===== config.mk =====
export PLATFORM = sky130hd
export DESIGN_NAME = led_mode_ctrl_flat
export DESIGN_NICKNAME = d
export VERILOG_FILES = /design/src/rtl/led_mode_ctrl_pkg.sv /design/src/rtl/led_mode_ctrl_if.sv /design/src/rtl/led_mode_ctrl_key_debounce.sv /design/src/rtl/led_mode_ctrl.sv /design/src/flat_wrapper.sv
export SDC_FILE = /design/constraint.sdc
export NUM_CORES = 1
export LEC_CHECK = 0
export BUFFER_PORTS_ARGS = -buffer_cell sky130_fd_sc_hd__buf_2
export CELL_PAD_IN_SITES_DETAIL_PLACEMENT = 0
export CELL_PAD_IN_SITES_GLOBAL_PLACEMENT = 1
export CORE_MARGIN = 2
export CORE_UTILIZATION = 47
export CTS_CLUSTER_SIZE = 25
export DETAILED_ROUTE_END_ITERATION = 10
export PLACE_DENSITY = 0.76
export SLEW_MARGIN = 30
export SYNTH_ARGS = -nofsm -noshare
export SYNTH_HDL_FRONTEND = slang
export SYNTH_SLANG_ARGS = --single-unit

===== constraint.sdc =====
create_clock -name clk -period 2.65 [get_ports clk]
set_input_delay 0.53 -clock clk [delete_from_list [all_inputs] [get_ports clk]]
set_output_delay 0.53 -clock clk [all_outputs]
set_load 0.01 [all_outputs]

===== src/rtl/led_mode_ctrl_pkg.sv =====
// led_mode_ctrl_pkg: mode encodings and shared widths for the LED mode controller
package led_mode_ctrl_pkg;
  localparam int DUTY_W = 10;
  localparam int BLINK_MS = 250;
  typedef enum logic [1:0] {MODE_OFF, MODE_ON, MODE_BREATHE, MODE_BLINK} mode_t;
endpackage


===== src/rtl/led_mode_ctrl_if.sv =====
// led_mode_ctrl_if: raw key inputs and duty/mode/speed outputs of the LED mode controller
interface led_mode_ctrl_if;
  import led_mode_ctrl_pkg::*;
  logic key_mode_n;
  logic key_speed_n;
  logic [DUTY_W-1:0] duty;
  logic duty_vld;
  logic [1:0] mode;
  logic [1:0] speed;
  modport master (input key_mode_n, key_speed_n, output duty, duty_vld, mode, speed);
  modport slave (output key_mode_n, key_speed_n, input duty, duty_vld, mode, speed);
endinterface


===== src/rtl/led_mode_ctrl_key_debounce.sv =====
// key_debounce: 2-FF sync, ms-tick debounce, 1-clk press pulse on accepted release->press edge
module key_debounce #(
  parameter int DEB_MS = 20
) (
  input  logic clk,
  input  logic rst_n,
  input  logic ms_tick,
  input  logic key_n,
  output logic press
);
  localparam int CW = $clog2(DEB_MS + 1);
  localparam logic [CW-1:0] LAST = CW'(DEB_MS - 1);
  logic [1:0] sync;
  logic acc;
  logic hit;
  logic [CW-1:0] cnt;
  assign hit = ms_tick && sync[1] != acc && cnt == LAST;
  assign press = hit && !sync[1];
  // Count only on ms ticks; a tick that sees the accepted level again restarts the run.
  always_ff @(posedge clk or negedge rst_n)
    if (!rst_n) begin
      sync <= 2'b11;
      acc <= 1'b1;
      cnt <= '0;
    end else begin
      sync <= {sync[0], key_n};
      if (ms_tick) cnt <= (sync[1] == acc || hit) ? '0 : cnt + 1'b1;
      if (hit) acc <= sync[1];
    end
endmodule


===== src/rtl/led_mode_ctrl.sv =====
// led_mode_ctrl: debounced mode/speed keys driving the OFF/ON/BREATHE/BLINK duty set-point
module led_mode_ctrl
  import led_mode_ctrl_pkg::*;
#(
  parameter int TICK_DIV  = 50,
  parameter int US_PER_MS = 1000,
  parameter int DEB_MS    = 20,
  parameter int DUTY_MAX  = 999,
  parameter int DUTY_STEP = 1
) (
  input logic clk,
  input logic rst_n,
  led_mode_ctrl_if.master bus
);
  localparam int UW = $clog2(TICK_DIV + 1);
  localparam int MW = $clog2(US_PER_MS + 1);
  localparam int IW = $clog2(BLINK_MS * 4 + 1);
  localparam int DW1 = DUTY_W + 1;
  localparam logic [UW-1:0] US_LAST = UW'(TICK_DIV - 1);
  localparam logic [MW-1:0] MS_LAST = MW'(US_PER_MS - 1);
  localparam logic [DUTY_W-1:0] DMAX = DUTY_W'(DUTY_MAX);
  localparam logic [DW1-1:0] STEP = DW1'(DUTY_STEP);
  logic [UW-1:0] us_cnt;
  logic [MW-1:0] ms_cnt;
  logic [IW-1:0] int_cnt, int_n, lim;
  logic us_tick, ms_tick, press_mode, press_speed, expire;
  logic up, up_n, vld, vld_n;
  logic [DUTY_W-1:0] duty, duty_n;
  logic [DW1-1:0] nxt;
  logic [1:0] speed;
  mode_t mode, mode_n;
  assign us_tick = us_cnt == US_LAST;
  assign ms_tick = us_tick && ms_cnt == MS_LAST;
  key_debounce #(.DEB_MS(DEB_MS)) u_key_mode (
    .clk(clk), .rst_n(rst_n), .ms_tick(ms_tick), .key_n(bus.key_mode_n), .press(press_mode)
  );
  key_debounce #(.DEB_MS(DEB_MS)) u_key_speed (
    .clk(clk), .rst_n(rst_n), .ms_tick(ms_tick), .key_n(bus.key_speed_n), .press(press_speed)
  );
  // mode[1] marks the two periodic modes (BREATHE, BLINK); any key press restarts the interval.
  always_comb begin
    lim = mode == MODE_BLINK ? IW'(BLINK_MS * (int'(speed) + 1) - 1) : IW'(speed);
    expire = ms_tick && mode[1] && int_cnt == lim;
    nxt = {1'b0, duty} + STEP;
    mode_n = press_mode ? mode_t'(mode + 2'd1) : mode;
    int_n = (press_mode || press_speed || expire) ? '0 : (ms_tick && mode[1]) ? int_cnt + 1'b1 : int_cnt;
    duty_n = duty;
    up_n = up;
    vld_n = 1'b0;
    if (press_mode) begin
      duty_n = mode_n[0] ? DMAX : '0;
      up_n = 1'b1;
      vld_n = 1'b1;
    end else if (expire && !press_speed) begin
      vld_n = 1'b1;
      if (mode == MODE_BLINK) duty_n = duty == '0 ? DMAX : '0;
      else if (up) begin
        duty_n = nxt >= {1'b0, DMAX} ? DMAX : nxt[DUTY_W-1:0];
        up_n = nxt < {1'b0, DMAX};
      end else begin
        duty_n = {1'b0, duty} <= STEP ? '0 : duty - STEP[DUTY_W-1:0];
        up_n = {1'b0, duty} <= STEP;
      end
    end
  end
  always_ff @(posedge clk or negedge rst_n)
    if (!rst_n) begin
      us_cnt <= '0;
      ms_cnt <= '0;
      int_cnt <= '0;
      mode <= MODE_BREATHE;
      speed <= '0;
      duty <= '0;
      up <= 1'b1;
      vld <= 1'b0;
    end else begin
      us_cnt <= us_tick ? '0 : us_cnt + 1'b1;
      if (us_tick) ms_cnt <= ms_tick ? '0 : ms_cnt + 1'b1;
      int_cnt <= int_n;
      mode <= mode_n;
      speed <= speed + {1'b0, press_speed};
      duty <= duty_n;
      up <= up_n;
      vld <= vld_n;
    end
  assign bus.duty = duty;
  assign bus.duty_vld = vld;
  assign bus.mode = mode;
  assign bus.speed = speed;
endmodule

===== src/flat_wrapper.sv =====
// flat-port wrapper written by rule: the top's interface ports become plain ports
module led_mode_ctrl_flat import led_mode_ctrl_pkg::*;
#(
  parameter int TICK_DIV  = 50,
  parameter int US_PER_MS = 1000,
  parameter int DEB_MS    = 20,
  parameter int DUTY_MAX  = 999,
  parameter int DUTY_STEP = 1
)
  (clk, rst_n, bus_key_mode_n, bus_key_speed_n, bus_duty, bus_duty_vld, bus_mode, bus_speed);
  led_mode_ctrl_if bus_i ();
  input logic clk;
  input logic rst_n;
  input wire logic [$bits(bus_i.key_mode_n)-1:0] bus_key_mode_n;
  input wire logic [$bits(bus_i.key_speed_n)-1:0] bus_key_speed_n;
  output wire logic [$bits(bus_i.duty)-1:0] bus_duty;
  output wire logic [$bits(bus_i.duty_vld)-1:0] bus_duty_vld;
  output wire logic [$bits(bus_i.mode)-1:0] bus_mode;
  output wire logic [$bits(bus_i.speed)-1:0] bus_speed;
  assign bus_i.key_mode_n = bus_key_mode_n;
  assign bus_i.key_speed_n = bus_key_speed_n;
  assign bus_duty = bus_i.duty;
  assign bus_duty_vld = bus_i.duty_vld;
  assign bus_mode = bus_i.mode;
  assign bus_speed = bus_i.speed;
  led_mode_ctrl #(.TICK_DIV(TICK_DIV), .US_PER_MS(US_PER_MS), .DEB_MS(DEB_MS), .DUTY_MAX(DUTY_MAX), .DUTY_STEP(DUTY_STEP)) u_core (.clk(clk), .rst_n(rst_n), .bus(bus_i));
endmodule

**Word level (Yosys, flattened, before mapping)**

Index checks and enable logic that the tools add are counted.
Widths: inputs -> output; s select.

- Register bits after elaboration: 58
- Latch bits: 0
- Memory bits (writable): 0
- Memory bits (read-only): 0
- Logic and storage cells: 84
- Memories: 0

- $add $sub $neg: 11
- Multipliers: 1
- Div/mod/pow operators: 0
- Magnitude comparators: 3
- Equal/unequal tests: 11
- Shift-type cells: 0
- Mux-type cells: 22
- Bitwise gates (word level): 0
- Reductions and logical operators: 21

Operator list:

| cell | count |
|---|---|
| $mux 10 | 12 |
| $mul 8x32->9 const A | 1 |
| $add 10x1->10 const B | 2 |
| $add 10x1->11 const B | 1 |
| $ge 11x10->1 const B | 1 |
| $lt 11x10->1 const B | 1 |
| $add 5x1->5 const B | 2 |
| $eq 10x10->1 | 1 |
| $eq 10x10->1 const B | 1 |
| $eq 5x5->1 const B | 2 |
| $le 10x1->1 const B | 1 |
| $logic_and 1x1->1 | 10 |
| $logic_not 10->1 | 1 |
| $mux 5 | 2 |
| $sub 10x1->10 const B | 1 |
| $sub 10x2->10 const B | 1 |
| $mux 1 | 7 |
| $add 6x1->6 const B | 1 |
| $eq 6x6->1 const B | 1 |
| $mux 6 | 1 |
| $logic_or 1x1->1 | 4 |
| $reduce_bool 2->1 | 2 |
| $add 2x1->3 const B | 1 |
| $logic_not 1->1 | 3 |
| other kinds (7) | 9 |

**Longest topological paths before layout**

Gate-level depths: netlist (run 1).

- Depth in word-level cells: 9
- Depth in mapped cells: 10
- Gate-level depth less buffers: 8

**Modules after synthesis**

Synthesis (run 1) repeated with hierarchy kept, for this count alone.

- Cell total of the unflattened synthesis: 409
- Area total of the unflattened synthesis: 3,722.3 µm²

Modules (own cells, without submodules):

| module | instances | cells an instance | area each (µm²) | sequential area each (µm²) |
|---|---|---|---|---|
| led_mode_ctrl | 1 | 337 | 2,874.0 | 1,053.5 |
| key_debounce | 2 | 36 | 424.2 | 203.9 |

**Worst setup path before layout (run 1)**

No wires, ideal clock.

- Kind: register -> register
- Start point: reg u_core.mode[1] (netlist: u_core.bus.mode[1])
- End point: reg u_core.duty[0] (netlist: u_core.bus.duty[0])
- Library setup time: 149 ps
- Arrival: 2,321 ps
- Data required time: 2,501 ps
- Slack: 180 ps
- Stages on the path, launching flop included: 9
- Path buffers: 1
- Period minus slack after synthesis: 2,470 ps
- Cells stage by stage: dfstp_2 ha_1 clkbuf_1 and3_1 o21ai_0 a222oi_1 nand2_1 nor4b_4 a311oi_2

- Longest elaborated chain between the ends: 6
- Elaborated cells between the ends (all ways): 10

Ends and longest elaborated chain:

| what | RTL line | RTL |
|---|---|---|
| from (decl) | led_mode_ctrl.sv:31 | `mode_t mode, mode_n;` |
| from (signal assigned) | led_mode_ctrl.sv:80 | `mode <= mode_n;` |
| $eq 2x2->1 | led_mode_ctrl.sv:42, led_mode_ctrl.sv:56 |  |
| $mux 10 | led_mode_ctrl.sv:42 | `lim = mode == MODE_BLINK ? IW'(BLINK_MS * (int'(speed) + 1) - 1) : IW'(speed);` |
| $eq 10x10->1 | led_mode_ctrl.sv:43 | `expire = ms_tick && mode[1] && int_cnt == lim;` |
| $logic_and 1x1->1 | led_mode_ctrl.sv:43 |  |
| $logic_and 1x1->1 | led_mode_ctrl.sv:54 | `end else if (expire && !press_speed) begin` |
| $reduce_bool 2->1 (no source line) | - |  |
| to (signal assigned) | led_mode_ctrl.sv:82 | `duty <= duty_n;` |
| to (decl) | led_mode_ctrl.sv:28 | `logic [DUTY_W-1:0] duty, duty_n;` |

Several ways; a longest one is shown, not always the timed one. The select of a mux whose other input is x is not followed.
A chain may end at the register's enable or synchronous reset.

**Worst setup path in the final report (run 1)**

- Start point: reg u_core.duty[1] (netlist: u_core.bus.duty[1])
- End point: reg u_core.duty[0] (netlist: u_core.bus.duty[0])

- Longest elaborated chain between the ends: 7
- Elaborated cells between the ends (all ways): 11

Ends and longest elaborated chain:

| what | RTL line | RTL |
|---|---|---|
| $add 10x1->11 | led_mode_ctrl.sv:44 | `nxt = {1'b0, duty} + STEP;` |
| $ge 11x10->1 | led_mode_ctrl.sv:58 | `duty_n = nxt >= {1'b0, DMAX} ? DMAX : nxt[DUTY_W-1:0];` |
| $mux 10 | led_mode_ctrl.sv:58 |  |
| $mux 10 | led_mode_ctrl.sv:57 | `else if (up) begin` |
| $mux 10 * | led_mode_ctrl.sv:56 | `if (mode == MODE_BLINK) duty_n = duty == '0 ? DMAX : '0;` |
| $mux 10 * | led_mode_ctrl.sv:54 |  |
| $mux 10 * | led_mode_ctrl.sv:50 | `if (press_mode) begin` |

Every way passes the cells marked *; elsewhere a longest branch is shown, timed or not. The select of a mux whose other input is x is not followed.

==> flow_summary_export.csv, run 1 <==
group,metric,value,unit
worst_setup_path,crit_path_start_kind,"flop",
floorplanning,die-area,9070,sq um
clocking,htreeDepth,3,
layout,diodes,0,
clocking,clk_pin_slew,60,ps
routing,drt_iter0_markers,202,
layout,nFillCells,772,
routing,drc,0,
worst_setup_path,cp_cell_sequence,"ha_1 -> a21boi_0 -> or4bb_1 -> a31oi_1 -> nand4b_1 -> and2_1 -> a311oi_2",
global_route,overflow,0,
sta,hold_viol,0,
worst_setup_path,r2r_cells,7,
flow_run,cap_viol_max_count,0,
global_route,antenna_found_initial,0,
worst_setup_path,cpMaxStageDelayCell,"or4bb_1",
outcome,status,"finished clean",
floorplanning,core_area,8130,sq um
placement,pre_cts_ws,144,ps
routing,viasPerCell,5.91,
worst_setup_path,end_kind,"flop",
yosys,synth-async-reset-ratio,1.00,
placement,dp_hpwl,7110,microns
clocking,root_buffer,"clkbuf_8",
power_and_ir_drop,leakage,1.96,nW
sta,max_freq,401,MHz
worst_setup_path,cp_num_buf_inv,0,
sta,fin_tns_setup,0,ps
routing,drt-wirelength-per-cell,16.1,microns
clocking,cts_buffer_depth,2,
clocking,clock_latency,340,ps
worst_setup_path,cp.required,2890,ps
yosys,synth_edf_count,0,
floorplanning,start_util,0.481,
worst_setup_path,cp_max_fo,5,
layout,final_cell_mix,"dfrtp_1, nand2_1, nor2_1",
clocking,post-cts-setup-buffers,0,
routing,ant_nets,0,
floorplanning,num_rows,33,
yosys,ys_seq_elements,58,
layout,layout_commonest_cell,"dfrtp_1",
placement,globalplace.congestion,0.868,
yosys,synth-warning-count,0,
worst_setup_path,crit_arrival,2740,ps
clocking,cts_buffers,9,
sta,fin_skew,13.1,ps
sta,finalMaxSlewViolations,0,
clocking,cts_tree,"built",
layout,layout-drive-gt1-share,0.181,
routing,vias,3565,
layout,syn_to_final_growth,13.8,%
floorplanning,die_width,95.3,microns
sta,slew-limit-headroom,0.635,
power_and_ir_drop,ir_worst_vdd,0.279,mV
global_route,grt_pass1_vias,3469,
routing,wirelength,9710,microns
yosys,syn-cell-area,3910,sq um
yosys,ys_types,59,
worst_setup_path,crit_type,"reg -> reg",
sta,rsz0062_at_grt,"no",
global_route,grt.total_usage,0.235,
worst_setup_path,cp_top_family,"simple AND/OR/NAND/NOR gates",
sta,period_needed,2500,ps
yosys,postSynthAreaPerCell,8.56,sq um
global_route,grt_start_max_net_pins,40,
sta,period_share,0.942,
hold_path,min_path_type,"in -> async",
global_route,grt_pass1_wl,16800,microns
yosys,synth_nets,475,
sta,fin_ws,155,ps
sta,setup_violations,0,
yosys,synth_cells,457,
placement,port_buffers,18,
worst_setup_path,worstSetupPathDepth,7,
floorplanning,die_h,95.3,microns
floorplanning,ios,19,
clocking,cts.sinks,58,
yosys,seq_area_frac_synth,0.373,
layout,layout.nets,511,
power_and_ir_drop,p_per_area,373,nW/um^2
routing,first_pass_iters,5,
sta,worst_slew_pin_slew,548,ps
worst_setup_path,max_stage_delay,530,ps
yosys,ys.flop_type,"dfrtp_1",
[synth_stat cells (4+ instances only)]
cell / n / share of area
nor3_1: 20 / 0.026
or4_1: 7 / 0.013
nand2_1: 49 / 0.047
o211ai_1: 4 / 0.0077
nor2b_1: 4 / 0.0064
a21oi_1: 10 / 0.013
ha_1: 14 / 0.045
nand4_1: 9 / 0.014
o21ai_0: 27 / 0.035
a22oi_1: 4 / 0.0077
o31ai_1: 7 / 0.013
a211oi_1: 9 / 0.017
and3_1: 10 / 0.016
a31o_2: 7 / 0.016
nor4_1: 4 / 0.0064
dfrtp_1: 50 / 0.32
a31oi_1: 4 / 0.0064
clkbuf_1: 20 / 0.019
nand2b_1: 8 / 0.013
nand3_1: 28 / 0.036
xor2_1: 10 / 0.022
inv_1: 17 / 0.016
nor2_1: 38 / 0.036
o2111ai_1: 4 / 0.0090
nand4bb_1: 4 / 0.012
nand3b_1: 6 / 0.012
dfstp_2: 8 / 0.054
a21o_1: 5 / 0.0096
or3_1: 8 / 0.013
and2_1: 4 / 0.0064
xnor2_1: 17 / 0.038
[final timing paths]
check,startpoint,to,slack [ps]
min in group clk,bus_key_speed_n,u_core.u_key_speed.sync[0],280
worst max register to register,u_core.bus.duty[1],u_core.bus.duty[0],150
worst min-delay path,rst_n,u_core.bus.duty[0],170
worst max-delay path,u_core.bus.duty[1],u_core.bus.duty[0],150
max in group asynchronous,rst_n,u_core.us_cnt[2],1910
worst min register to register,u_core.u_key_mode.sync[0],u_core.u_key_mode.sync[1],360
[layer usage]
| layer | routed length (microns) | global-route usage | share of wire | vias up |
|---|---|---|---|---|
| met5 | 0 | 0 | 0 | - |
| met4 | 130 | 0.0870 | 0.013 | 0 |
| met3 | 475 | 0.0466 | 0.049 | 12 |
| met2 | 4540 | 0.371 | 0.47 | 85 |
| met1 | 4560 | 0.319 | 0.47 | 1719 |
| li1 | - | - | - | 1749 |
[kinds of logic (layout without fill, tap and decap cells)]
family          Yosys count  count (layout)  share of synthesized area
buf+inv                  41              82                     0.0438
compound gates          104             104                      0.184
simple gates            211             211                      0.287
flops                    58              58                      0.373
fa+ha+maj                14              14                     0.0448
xor+xnor                 27              27                     0.0604
mux                       2               2                    0.00575
[where the power goes]
part | switching [mW] | internal [mW]
Combinational | 0.0217 | 0.00633
Clock | 0.376 | 0.364
Sequential | 0.00231 | 0.891
Total | 0.400 | 1.26
[state kept, by name, indices dropped and copies added, names as in the netlist]
signal,count
u_core.bus.duty,10
u_core.int_cnt,10
u_core.ms_cnt,10
u_core.us_cnt,6
u_core.u_key_mode.cnt,5
u_core.u_key_speed.cnt,5
u_core.bus.mode,2
u_core.bus.speed,2
u_core.u_key_mode.sync,2
u_core.u_key_speed.sync,2
u_core.bus.duty_vld,1
u_core.u_key_mode.acc,1
u_core.u_key_speed.acc,1
u_core.up,1
[worst reg2reg max path: cells and delay by family (launching register included)]
| family | cells | cell delay, ps |
|---|---|---|
| AND/OR/NAND/NOR | 3 | 1070 |
| AO/OA/AOI/OAI | 3 | 740 |
| adder cells (fa/ha/maj) | 1 | 190 |
| flip-flops | 1 | 410 |
[timing repair]
action	CTS	global route
hold buffers	0	0
setup endpoints to repair	0	10
gates resized for setup	0	3
[stage by stage]
| step | util | hold WS [ps] | cell area, sq um | power [mW] | std cells |
|---|---|---|---|---|---|
| floorplan | - | 234 | 3910 | 0.914 | 457 |
| global placement | 0.524 | 346 | 4260 | 0.938 | 587 |
| detailed placement | 0.524 | 350 | 4260 | 0.939 | 587 |
| CTS | 0.546 | 266 | 4440 | 1.69 | 603 |
| global route | 0.548 | 193 | 4450 | 1.72 | 603 |
| finish | 0.548 | 171 | 4450 | 1.66 | 603 |
[final cells by class]
class | count | area, sq um | share of cell area
clock buffer | 10 | 138 | 0.0309
clock inverter | 6 | 42.5 | 0.00955
inverter | 17 | 63.8 | 0.0143
multi-input combinational | 358 | 2280 | 0.513
sequential | 58 | 1460 | 0.328
tap | 105 | 131 | 0.0295
timing repair buffer | 49 | 333 | 0.0747
No activity file was read; power rests on OpenSTA's default activity.
==> run 2: changes to the inputs <==
- BUFFER_PORTS_ARGS: -buffer_cell sky130_fd_sc_hd__buf_2 -> not set
- CORE_UTILIZATION: 47 -> 49
- DONT_BUFFER_PORTS: not set -> 1
==> run 2 against run 1 <==
Clock power increased by 5.4%. Total power grew 2.2%. Largest cell class unchanged. Design area decreased by 0.34%. Utilization grew 2.7 points. Wire length up 1.0%.
==> flow_summary_export.csv, run 2 (synthesized netlist as in run 1, its figures left out) <==
group,metric,value,unit
outcome,status,"finished clean",
routing,first_pass_iters,5,
global_route,grt.total_usage,0.244,
sta,hold_viol,0,
floorplanning,ios,19,
worst_setup_path,rr_startpoint,"u_core.ms_cnt[0]",
routing,vias,3546,
clocking,htreeDepth,3,
layout,final_cell_mix,"nand2_1, dfrtp_1, nor2_1",
worst_setup_path,critPathLaunch,"u_core.ms_cnt[0]",
global_route,grt_pass1_wl,16900,microns
sta,fin_skew,21.9,ps
flow_run,cap_viol_max_count,0,
floorplanning,start_util,0.506,
sta,setup_violations,0,
routing,drt-wirelength-per-cell,16.6,microns
routing,viasPerCell,6.02,
worst_setup_path,crit_path_start_kind,"flop",
sta,slew-limit-headroom,0.660,
global_route,grt_pass1_vias,3346,
worst_setup_path,reg2reg_to,"u_core.up",
floorplanning,die-area,8720,sq um
hold_path,min_path_type,"in -> async",
placement,place_area,4200,sq um
sta,period_needed,2530,ps
placement,globalplace.congestion,0.838,
power_and_ir_drop,leakage,1.90,nW
layout,layout.nets,500,
clocking,root_buffer,"clkbuf_8",
clocking,cts_tree,"built",
worst_setup_path,r2r_cells,8,
layout,layout-drive-gt1-share,0.164,
power_and_ir_drop,p_per_area,383,nW/um^2
worst_setup_path,cp_max_fo,13,
routing,drc,0,
sta,worst_slew_pin_slew,510,ps
placement,port_buffers,0,
sta,fin_tns_setup,0,ps
sta,fin_ws,119,ps
placement,pre_cts_ws,79.9,ps
worst_setup_path,crit_arrival,2790,ps
floorplanning,die_h,93.4,microns
worst_setup_path,crit_type,"reg -> reg",
clocking,clock_latency,340,ps
global_route,antenna_found_initial,0,
layout,diodes,0,
power_and_ir_drop,ir_worst_vdd,0.387,mV
global_route,overflow,0,
global_route,grt_start_max_net_pins,51,
routing,wirelength,9810,microns
floorplanning,core_area,7730,sq um
sta,finalMaxSlewViolations,0,
worst_setup_path,end_kind,"flop",
clocking,cts.sinks,58,
floorplanning,num_rows,32,
sta,period_share,0.955,
layout,fin_area,4440,sq um
clocking,clk_pin_slew,80,ps
layout,syn_to_final_growth,13.4,%
worst_setup_path,reg2reg_slack,120,ps
placement,dp_hpwl,7050,microns
sta,max_freq,395,MHz
worst_setup_path,cp.required,2900,ps
clocking,cts_buffer_depth,2,
routing,ant_nets,0,
layout,utilization,0.574,
clocking,cts_buffers,9,
routing,drt_iter0_markers,203,
floorplanning,die_width,93.4,microns
layout,reg_top3,"u_core.bus.duty (10), u_core.int_cnt (10), u_core.ms_cnt (10)",
run 2: cell type report:
cell class	count	area [sq um]
clock buffers	11	131
clock inverters	5	56.3
fillers	723	3290
inverters	17	63.8
multi-input cells	358	2290
flip-flops and latches	58	1460
well taps	102	128
repair buffers	38	305
run 2: worst max path at each step:
stage | end | depth (start not counted)
after floorplan | u_core.bus.duty[0] | 8
after global placement | u_core.bus.duty[0] | 6
after detailed placement | u_core.up | 8
after CTS | u_core.up | 8
after global routing | u_core.up | 8
final | u_core.up | 8
run 2: metal layers:
layer  global-route usage  part of all wire
met3               0.0459             0.047
met2                0.385              0.47
met4               0.0613            0.0087
met5                    0                 0
met1                0.346              0.47
run 2: through the flow:
step,power [mW],std cells,hold slack (ps)
floorplan,0.914,457,234
global placement,0.916,570,236
detailed placement,0.916,570,236
CTS,1.72,587,15.8
global route,1.77,589,10.5
finish,1.70,589,26.9
run 2: power breakdown:
| group | leakage [nW] | internal, mW | switching, mW |
|---|---|---|---|
| clock network | 0.0933 | 0.433 | 0.347 |
| logic | 1.04 | 0.00680 | 0.0183 |
| registers | 0.767 | 0.891 | 0.00221 |
run 2: worst max-delay path: stages, from the launching register on:
cell and delay (ps):
dfrtp_1 380, ha_2 220, nand4_1 150, or4_4 600, or3_1 350, and4b_1 200
buf_4 170, a31o_2 230, a21o_1 150
run 2: timing repair:
| action | in CTS | in global routing |
|---|---|---|
| hold endpoints to repair | 50 | 0 |
| hold buffers | 1 | 0 |
| endpoints found under the setup margin | 0 | 12 |
| buffers inserted | 0 | 2 |
| resized for setup | 0 | 4 |
